## config.mk

```make
export PLATFORM = sky130hd
export DESIGN_NAME = vlc_lamp_decoder
export DESIGN_NICKNAME = d
export VERILOG_FILES = /design/src/rtl/vlc_lamp_decoder.sv
export SDC_FILE = /design/constraint.sdc
export NUM_CORES = 1
export LEC_CHECK = 0
export BUFFER_PORTS_ARGS = -buffer_cell sky130_fd_sc_hd__buf_2
export CELL_PAD_IN_SITES_DETAIL_PLACEMENT = 0
export CELL_PAD_IN_SITES_GLOBAL_PLACEMENT = 2
export CORE_UTILIZATION = 33
export CTS_CLUSTER_DIAMETER = 80
export DETAILED_ROUTE_END_ITERATION = 6
export GPL_TIMING_DRIVEN = 0
export HOLD_SLACK_MARGIN = 0.05
export PLACE_DENSITY_LB_ADDON = 0.1
export SYNTH_ARGS = -nofsm -noshare
export SYNTH_HDL_FRONTEND = slang
export SYNTH_SLANG_ARGS = --single-unit
export TNS_END_PERCENT = 100
```

## constraint.sdc

```tcl
create_clock -name clk -period 2.1 [get_ports clk]
set_input_delay 0.42 -clock clk [delete_from_list [all_inputs] [get_ports clk]]
set_output_delay 0.42 -clock clk [all_outputs]
set_load 0.05 [all_outputs]
```

## src/rtl/vlc_lamp_decoder.sv

```systemverilog
// Turn-signal lamp sequence decoder: classifies lamp transitions, locks onto a
// repeating class after LOCK_N consecutive legal steps, and counts illegal samples.
module vlc_lamp_decoder #(
  parameter int LOCK_N = 4
) (
  input  logic       clk,
  input  logic       rst_n,
  input  logic       tick,
  input  logic [2:0] left_lamp,
  input  logic [2:0] right_lamp,
  output logic [1:0] mode,
  output logic       locked,
  output logic       fault,
  output logic [7:0] err_cnt
);

  typedef enum logic [2:0] {
    S_Z  = 3'd0, S_L1 = 3'd1, S_L2 = 3'd2, S_L3 = 3'd3,
    S_R1 = 3'd4, S_R2 = 3'd5, S_R3 = 3'd6, S_H  = 3'd7
  } samp_e;

  localparam logic [1:0] C_IDLE  = 2'b00;
  localparam logic [1:0] C_LEFT  = 2'b01;
  localparam logic [1:0] C_RIGHT = 2'b10;
  localparam logic [1:0] C_HAZ   = 2'b11;
  localparam logic [2:0] LOCK_Q  = 3'(LOCK_N);

  // {valid, step}: step 0..3 for 000/001/011/111, valid=0 for any other pattern
  function automatic logic [2:0] lamp_pos(input logic [2:0] p);
    case (p)
      3'b000:  lamp_pos = 3'b100;
      3'b001:  lamp_pos = 3'b101;
      3'b011:  lamp_pos = 3'b110;
      3'b111:  lamp_pos = 3'b111;
      default: lamp_pos = 3'b000;
    endcase
  endfunction

  function automatic logic [2:0] sat_inc3(input logic [2:0] v);
    sat_inc3 = (v == 3'd7) ? v : v + 3'd1;
  endfunction

  function automatic logic [7:0] sat_inc8(input logic [7:0] v);
    sat_inc8 = (v == 8'd255) ? v : v + 8'd1;
  endfunction

  samp_e      prev_q, prev_d, cur;
  logic [1:0] cand_q, cand_d, mode_q, mode_d, tcls;
  logic [2:0] run_q, run_d, pl, pr;
  logic       locked_q, locked_d, fault_q, fault_d, valid, legal;
  logic [7:0] err_q, err_d;

  always_comb begin
    pl    = lamp_pos(left_lamp);
    pr    = lamp_pos(right_lamp);
    valid = 1'b1;
    cur   = S_Z;
    if (!pl[2] || !pr[2])                       valid = 1'b0;
    else if (pl[1:0] == 2'd0 && pr[1:0] == 2'd0) cur   = S_Z;
    else if (pr[1:0] == 2'd0)                   cur   = samp_e'({1'b0, pl[1:0]});
    else if (pl[1:0] == 2'd0)                   cur   = samp_e'(3'd3 + {1'b0, pr[1:0]});
    else if (pl[1:0] == 2'd3 && pr[1:0] == 2'd3) cur   = S_H;
    else                                        valid = 1'b0;
  end

  always_comb begin
    legal = 1'b0;
    tcls  = C_IDLE;
    if (valid) begin
      case ({prev_q, cur})
        {S_Z, S_Z}: begin legal = 1'b1; tcls = C_IDLE; end
        {S_Z, S_L1}, {S_L1, S_L2}, {S_L2, S_L3}, {S_L3, S_Z}:
          begin legal = 1'b1; tcls = C_LEFT; end
        {S_Z, S_R1}, {S_R1, S_R2}, {S_R2, S_R3}, {S_R3, S_Z}:
          begin legal = 1'b1; tcls = C_RIGHT; end
        {S_Z, S_H}, {S_H, S_Z}:
          begin legal = 1'b1; tcls = C_HAZ; end
        default: ;
      endcase
    end
  end

  always_comb begin
    prev_d   = prev_q;
    cand_d   = cand_q;
    run_d    = run_q;
    mode_d   = mode_q;
    locked_d = locked_q;
    err_d    = err_q;
    fault_d  = 1'b0;
    if (tick) begin
      if (legal) begin
        prev_d = cur;
        if (tcls == cand_q) begin
          run_d = sat_inc3(run_q);
        end else begin
          cand_d = tcls;
          run_d  = 3'd1;
        end
        locked_d = (run_d >= LOCK_Q);
        if (locked_d) mode_d = cand_d;
      end else begin
        // Invalid samples restart the sequence from Z so the next lamp step can be legal
        prev_d   = valid ? cur : S_Z;
        fault_d  = 1'b1;
        err_d    = sat_inc8(err_q);
        run_d    = 3'd0;
        locked_d = 1'b0;
      end
    end
  end

  always_ff @(posedge clk or negedge rst_n) begin
    if (!rst_n) begin
      prev_q   <= S_Z;
      cand_q   <= C_IDLE;
      run_q    <= 3'd0;
      mode_q   <= C_IDLE;
      locked_q <= 1'b0;
      fault_q  <= 1'b0;
      err_q    <= 8'd0;
    end else begin
      prev_q   <= prev_d;
      cand_q   <= cand_d;
      run_q    <= run_d;
      mode_q   <= mode_d;
      locked_q <= locked_d;
      fault_q  <= fault_d;
      err_q    <= err_d;
    end
  end

  assign mode    = mode_q;
  assign locked  = locked_q;
  assign fault   = fault_q;
  assign err_cnt = err_q;

endmodule

```

======== Yosys cells after proc, flatten, opt, wreduce, memory -nomap -nowiden ========
Cells that the tools add are included.
cells by class
  bitwise gates (word level) .............. 2
  add/subtract/negate cells ............... 3
  reductions and logical operators ........ 17
  muxes and demuxes ....................... 27
  equal/unequal tests ..................... 21
  magnitude comparators ................... 1
operators with widths
  operator                                                          count
  3-bit 2-to-1 mux                                                  12
  6-bit == test (second input constant)                             4
  3-bit one-hot mux with 4 select lines                             2
  6-bit by 3-bit == test with 1-bit output (second input constant)  2
  6-bit by 5-bit == test with 1-bit output (second input constant)  2
  11-bit OR reduction                                               1
  1-bit 2-to-1 mux                                                  10
  3-bit == test (second input constant)                             3
  8-bit by 1-bit adder with 8-bit output (second input constant)    1
  8-bit == test (second input constant)                             1
  4-bit OR reduction                                                2
  3-bit by 1-bit == test with 1-bit output (second input constant)  2
  3-bit by 2-bit == test with 1-bit output (second input constant)  2
  6-bit by 1-bit == test with 1-bit output (second input constant)  1
  6-bit by 4-bit == test with 1-bit output (second input constant)  1
  3-bit logical NOT                                                 2
  6-bit logical NOT                                                 1
  2-bit one-hot mux with 3 select lines                             1
  3-bit AND reduction                                               2
  2-bit == test (second input constant)                             2
  2-bit logical NOT                                                 2
  2-bit 2-to-1 mux                                                  2
  2-bit by 2-bit adder with 3-bit output (first input constant)     1
  3-bit by 1-bit adder with 3-bit output (second input constant)    1
  8 further kinds                                                   11
word-level totals
  register bits after elaboration ......... 20
  input bits .............................. 9
  output and inout port bits .............. 12

======== Longest topological paths before layout ========
Gate-level depths: netlist (run 1).
  depth in word-level cells ............... 19
  gate-level depth with buffers ........... 12
  depth with buffers taken out ............ 12

======== Worst setup path before layout (run 1) ========
No wires, ideal clock.
  kind .................................... input to register
  start point ............................. input port right_lamp[2]
  end point ............................... register mode_q[0], in the netlist mode[0]
  stages on the path ...................... 12
  setup time .............................. 0.128 ns
  buffers on the path ..................... 1
  data arrival time ....................... 3.066 ns
  setup slack ............................. -1.093 ns
  cell sequence ........................... xnor2_1 and2_1 ha_1 nand2b_1 a211oi_1 and4b_1 buf_6 or4_4 nand3_4 o2111ai_4 nor4_4 mux2_1
on the way
  word-level cells in the longest chain between the ends .. 19
  elaborated cells between the ends (all ways) .. 48
  those cells by class .................... 1 x add/sub; 1 x order compare; 15 x eq/ne; 19 x mux; 12 x reduce/logical
RTL lines
  element                                      line  source
  start, declared                              10    input logic [2:0] right_lamp,
  3-bit == test, or another cell as far along  30    case (p)
  3-bit one-hot mux with 4 select lines (*)    30
  2-bit == test                                62    else if (pl[1:0] == 2'd3 && pr[1:0] == 2'd3) cur = S_H;
  1-bit logical AND                            62
  3-bit 2-to-1 mux                             62
  3-bit 2-to-1 mux                             61    else if (pl[1:0] == 2'd0) cur = samp_e'(3'd3 + {1'b0, pr[1:0]});
  3-bit 2-to-1 mux                             60    else if (pr[1:0] == 2'd0) cur = samp_e'({1'b0, pl[1:0]});
  3-bit 2-to-1 mux                             59    else if (pl[1:0] == 2'd0 && pr[1:0] == 2'd0) cur = S_Z;
  [... 3 more ...]                             -
  2-bit one-hot mux with 3 select lines        70    case ({prev_q, cur})
  2-bit 2-to-1 mux                             69    if (valid) begin
  2-bit == test                                94    if (tcls == cand_q) begin
  3-bit 2-to-1 mux                             94
  3-bit 2-to-1 mux                             92    if (legal) begin
  3-bit 2-to-1 mux                             91    if (tick) begin
  3-bit greater-or-equal comparator            100   locked_d = (run_d >= LOCK_Q);
  3-bit AND reduction (no source line)         -
  end signal, assigned                         126   mode_q <= mode_d;
  end, declared                                48    logic [1:0] cand_q, cand_d, mode_q, mode_d, tcls;
Every way passes the cells marked *; elsewhere a longest branch is shown, timed or not. The select of a mux whose other input is x is not followed.
A chain may end at the register's enable or synchronous reset.

======== Final worst setup path (run 1) ========
Ends and elaborated chain as after synthesis.

==> run metrics, run 1 <==
sequential share of power=34.9%; final net count=196; crit end category=flip-flop; Hold Path Class=in -> async; Psw=0.0006947 W; cts hold-fix bufs=0; Max stage delay cell, worst path=mux2_4; Inserted Clock Buffers=3; first-pass GRT wire length=5602 um; diode count=0; CTS tree=built; HPWL Detailed=2308 um; Clock Tree Buf Depth=2; failing checks=negative setup slack; # rows=23; Fmax=337.2 MHz; IO Count=21; Rel. slew slack=59.93%; Routed Antenna Nets=0; Final Cell Area=1979 um^2; IO buf count=18; synth top area cells=dfrtp_1 (32%), xnor2_1 (4.2%), ha_1 (3.4%), nand3_1 (3.4%), xor2_1 (3.0%); initial cell density of the core=35.42%; Comb pwr share=48.6%; Final setup viols=16; Pleak=0.8510 nW; vias per std cell=5.306; Synth Net Count=157; top-area cell type share of the netlist area=32.40%; Die H=68.69 um; via count=1231; Most common cell on crit path=mux2_4; Detailed Routing Iterations Pass 1=4; Setup Crit Path Kind=in -> reg; required time of the critical path=2.24 ns; Final Hold Vio Count=0; largest net degree at the start of global routing=20; Initial DRC Count=35; power density over the cells=781.0 nW/um^2; final worst setup slack=-0.8659 ns; WHS=0.09887 ns; synth warn=0; Yosys reg bits=19; RSZ-0062 raised after global routing=yes; power share of the clock group=16.5%; Post-synth EDFFs=0; Die Span X=68.69 um; Clk Latency, worst-skew pair=0.25 ns; grt ovf=0; RD Place Congestion=0.7544; status=finished with violations; max incr delay on CP=0.33 ns; # DRC=0; Async S/R FF share, synth=100.0%; DP Area=1707 um^2; vias in the first global route=1178; drt wl/cell=14.72 um; switch share=44.94%; total internal power=0.0008512 W; Worst Tran Pin Value=0.6010 ns; library cells used by synthesis=50; initial antenna violation count=0; Cells after Synth=144; synthesis-to-layout area growth=34.87%; area leader, netlist=dfrtp_1; CORE AREA=4144 um^2; # clock sinks=19; CTS root buffer=clkbuf_8; crit path time final=2.966 ns; Avg Synthesized Cell Area=10.19 um^2; Routed WL=3414 um; CP Launch Type=primary input; cell chain of the critical path=buf_8, xnor2_4, and2_4, ha_4, nand2b_4, a211oi_2, and4b_1, buf_6, mux2_4, a311o_1, xor2_2, nor4_4, mux2_4; max-cap viol count=0; H-tree Lvls=1; Core Util, Final=47.77%; register area share after synthesis=32.40%; Reg clk slew, reported paths=0.07 ns; Total GRT Usage=15.99%; layout cells sized above 1=44.51%; Post-synth top flop=dfrtp_1; clk_skew=0.001250 ns; peak supply drop=0.6904 mV; die area=4718 um^2; final worst-path cycle share=141.2%; Slew Limit Fails=0; Worst Path Arrival=3.11 ns; critical path fanouts, max=6; Synth Cell Area=1468 um^2
[what timing repair did]
action | 4_1_cts | 5_1_grt
endpoints found under the setup margin | 16 | 16
endpoints found under the hold margin | 0 | 0
pin swaps | 20 | 11
resized for setup | 15 | 10
setup buffers | 11 | 6
[metrics by stage]
| step | cells | setup TNS [ns] | setup slack, ns | power (W) |
|---|---|---|---|---|
| floorplan | 144 | -11.32 | -0.9588 | 0.001071 |
| global placement | 212 | -17.35 | -1.333 | 0.001221 |
| detailed placement | 212 | -18.00 | -1.354 | 0.001230 |
| CTS | 227 | -11.82 | -0.8849 | 0.001527 |
| global route | 232 | -13.92 | -0.9549 | 0.001641 |
| finish | 232 | -11.96 | -0.8659 | 0.001546 |
[layout make-up]
type / count / area [um^2]
fillers: 420 / 2165
multi-input cells: 113 / 1086
flip-flops and latches: 19 / 475.5
repair buffers: 34 / 241.5
well taps: 50 / 62.56
plain buffers: 7 / 50.05
clock buffers: 4 / 45.04
inverters: 5 / 18.77
[placed cells by master, fill, tap and decap left out, types with 3 or more instances in the layout]
master    count
dfrtp_1      19
buf_2        17
buf_4        12
nor2_1        9
buf_6         8
nand2_1       7
and3_1        6
nand3_1       5
a21oi_1       5
xnor2_1       5
inv_1         4
nand3_2       4
mux2_4        4
nor2b_1       3
and2b_1       3
xor2_1        3
xor2_2        3
o21ai_0       3
nand3_4       3
mux2i_1       3
clkbuf_8      3
[power by group through the flow]
stage | registers, W | logic [W] | clock network, W
after floorplan | 0.000763 | 0.000308 | 0
after global placement | 0.000534 | 0.000687 | 0
after detailed placement | 0.000538 | 0.000691 | 0
after CTS | 0.000535 | 0.000728 | 0.000265
after global routing | 0.000555 | 0.000804 | 0.000281
final | 0.000539 | 0.000752 | 0.000255
[cells by family (layout without fill, tap and decap cells)]
group                    Yosys count  in the layout  synth area share (%)
buffers and inverters             12             50                 4.688
XOR/XNOR                          13             13                 8.270
adder cells (fa/ha/maj)            4              4                 3.410
AO/OA/AOI/OAI                     29             29                 18.84
multiplexers                       9              9                 7.161
flip-flops                        19             19                 32.40
AND/OR/NAND/NOR                   58             58                 25.23
[synth_stat cells, types with 3 or more instances]
cell type / count
mux2i_1: 3
or3_1: 3
nand2_1: 7
nor2b_1: 3
nor2_1: 9
a21oi_1: 5
buf_6: 3
xor2_1: 5
a211oi_1: 3
and2b_1: 3
mux2_2: 3
inv_1: 5
o21ai_0: 3
ha_1: 4
nand3_1: 10
xnor2_1: 7
and2_1: 4
dfrtp_1: 19
and3_1: 6
[flip-flops by register name, indices dropped and copies added (netlist names)]
| signal | flops |
|---|---|
| fault | 1 |
| cand_q | 2 |
| err_cnt | 8 |
| run_q | 3 |
| mode | 2 |
| prev_q | 3 |
[critical path, delay by kind of cell]
kind                       cells  cell delay (ns)
adders and majority gates      1             0.16
muxes                          2             0.62
buffers and inverters          2             0.23
AOI/OAI and AO/OA              2             0.51
and+or+nand+nor                4             0.82
xor gates and xnor gates       2             0.35
[final timing paths]
check	startpoint	endpoint	slack, ns	depth (start not counted)
setup / recovery	right_lamp[2]	mode[0]	-0.87	13
hold / removal	rst_n	mode[1]	0.1	1
setup reg to reg	prev_q[2]	mode[0]	-0.36	7
hold reg to reg	err_cnt[5]	err_cnt[5]	0.49	1
max in group asynchronous	rst_n	err_cnt[1]	1.69	1
min in group clk	err_cnt[5]	err_cnt[5]	0.49	1
[metal layers]
metal / vias to the layer above / wire, um / track usage (%) / share of wire, %
li1: 604 / - / - / -
met1: 611 / 1587 / 21.25 / 46
met2: 14 / 1730 / 26.72 / 51
met3: 2 / 86 / 3.947 / 2.5
met4: 0 / 10 / 2.296 / 0.29
met5: - / 0 / 0 / 0
(Power assumes the default switching activity.)
==> run 2: changes to the inputs <==
CORE_ASPECT_RATIO = 0.5   (was unset)
==> run metrics, run 2 (synthesis results as in run 1) <==
critical path fanouts, max=5; IO buf count=18; grt ovf=0; # rows=16; Die H=49.16 um; IO Count=21; final worst-path cycle share=141.0%; Largest register FFs=8; Total GRT Usage=15.42%; # clock sinks=19; HPWL Detailed=2224 um; Detailed Routing Iterations Pass 1=3; RD Place Congestion=0.7055; Reg clk slew, reported paths=0.07 ns; Initial DRC Count=36; via count=1177; first-pass GRT wire length=5637 um; synthesis-to-layout area growth=35.55%; Worst Path Arrival=3.10 ns; diode count=0; crit end category=flip-flop; r2r setup slk=-0.29 ns; status=finished with violations; Worst Tran Pin Value=0.6168 ns; most frequent cells in the layout=dfrtp_1 (19), buf_2 (17), buf_4 (10), nor2_1 (9), buf_6 (8); Rel. slew slack=58.88%; reg2reg end=mode[0]; Pleak=0.8473 nW; final net count=195; max-cap viol count=0; DP Area=1712 um^2; final worst setup slack=-0.8612 ns; CORE AREA=4084 um^2; Final Hold Vio Count=0; RSZ-0062 raised after global routing=yes; failing checks=negative setup slack; power density over the cells=779.3 nW/um^2; vias per std cell=5.009; commonest non-fill, non-tap cell in the layout=dfrtp_1; Final setup viols=16; clk_skew=0.003280 ns; Slew Limit Fails=0; # DRC=0; largest net degree at the start of global routing=20; Fmax=337.7 MHz; CTS tree=built; RR Startpoint=prev_q[2]; required time of the critical path=2.24 ns; Hold Path Class=in -> async; H-tree Lvls=1; Die Span X=96.31 um; CP Launch Type=primary input; Inserted Clock Buffers=3; Routed Antenna Nets=0; Routed WL=3276 um; Setup Crit Path Kind=in -> reg; drt wl/cell=13.94 um; Clk Latency, worst-skew pair=0.25 ns; CTS root buffer=clkbuf_8; WHS=0.1058 ns; initial antenna violation count=0; die area=4734 um^2; worst r2r path cells=7; crit path time final=2.961 ns; TNS Setup=-11.44 ns; fillers=426; layout cells sized above 1=42.54%; initial cell density of the core=35.94%; Core Util, Final=48.71%; Clock Tree Buf Depth=2; peak supply drop=0.6842 mV; vias in the first global route=1188; Final Power=0.001550 W; Final Cell Area=1989 um^2; cts hold-fix bufs=0
==> run 2: metal layers <==
metal / vias to the layer above / GRT usage, % / wire (um)
li1: 600 / - / -
met1: 557 / 22.32 / 1705
met2: 18 / 23.76 / 1453
met3: 2 / 3.738 / 104
met4: 0 / 2.206 / 13
met5: - / 0 / 0
==> run 2: repair_timing <==
| item | CTS | global route |
|---|---|---|
| gates resized for setup | 14 | 12 |
| setup endpoints to repair | 16 | 17 |
| buffers inserted | 12 | 4 |
| pin swaps | 24 | 4 |
==> run 2: critical path, cell delays in order <==
cell,delay [ns]
buf_8,0.10
xnor2_4,0.13
and2_4,0.17
ha_4,0.16
nand2b_4,0.13
a211oi_2,0.24
and4b_2,0.30
mux2_4,0.31
a311o_1,0.43
xor2_4,0.20
nor4_4,0.17
mux2_1,0.34
==> run 2: worst max-delay path by stage <==
stage | start | endpoint | slack (ns) | cells past startpoint
5_1_grt | right_lamp[2] | mode[0] | -0.96 | 12
2_1_floorplan | right_lamp[1] | mode[0] | -0.96 | 12
6_report | right_lamp[2] | mode[0] | -0.86 | 12
3_5_place_dp | right_lamp[1] | mode[0] | -1.31 | 13
3_3_place_gp | right_lamp[1] | mode[0] | -1.34 | 12
4_1_cts | right_lamp[2] | mode[0] | -0.88 | 13
==> run 2: area by class of cell <==
cell class	count	area (um^2)	area share (%)
multi-input combinational	113	1086	54.59
tap	54	67.56	3.396
clock buffer	4	45.04	2.264
sequential	19	475.5	23.90
buffer	6	38.79	1.950
timing repair buffer	34	257.7	12.96
inverter	5	18.77	0.9434
==> run 2: power by group <==
group          internal (W)  total (W)  switching (W)
logic              0.000274   0.000758       0.000484
clock network      0.000135   0.000255       0.000120
registers          0.000448   0.000537      0.0000890
total              0.000857    0.00155       0.000694
==> run 2: per-stage QoR <==
stage | worst slack [ns] | cells
after global placement | -1.337 | 216
after global routing | -0.9581 | 235
final | -0.8612 | 235
after CTS | -0.8810 | 232
after detailed placement | -1.310 | 216
after floorplan | -0.9588 | 144
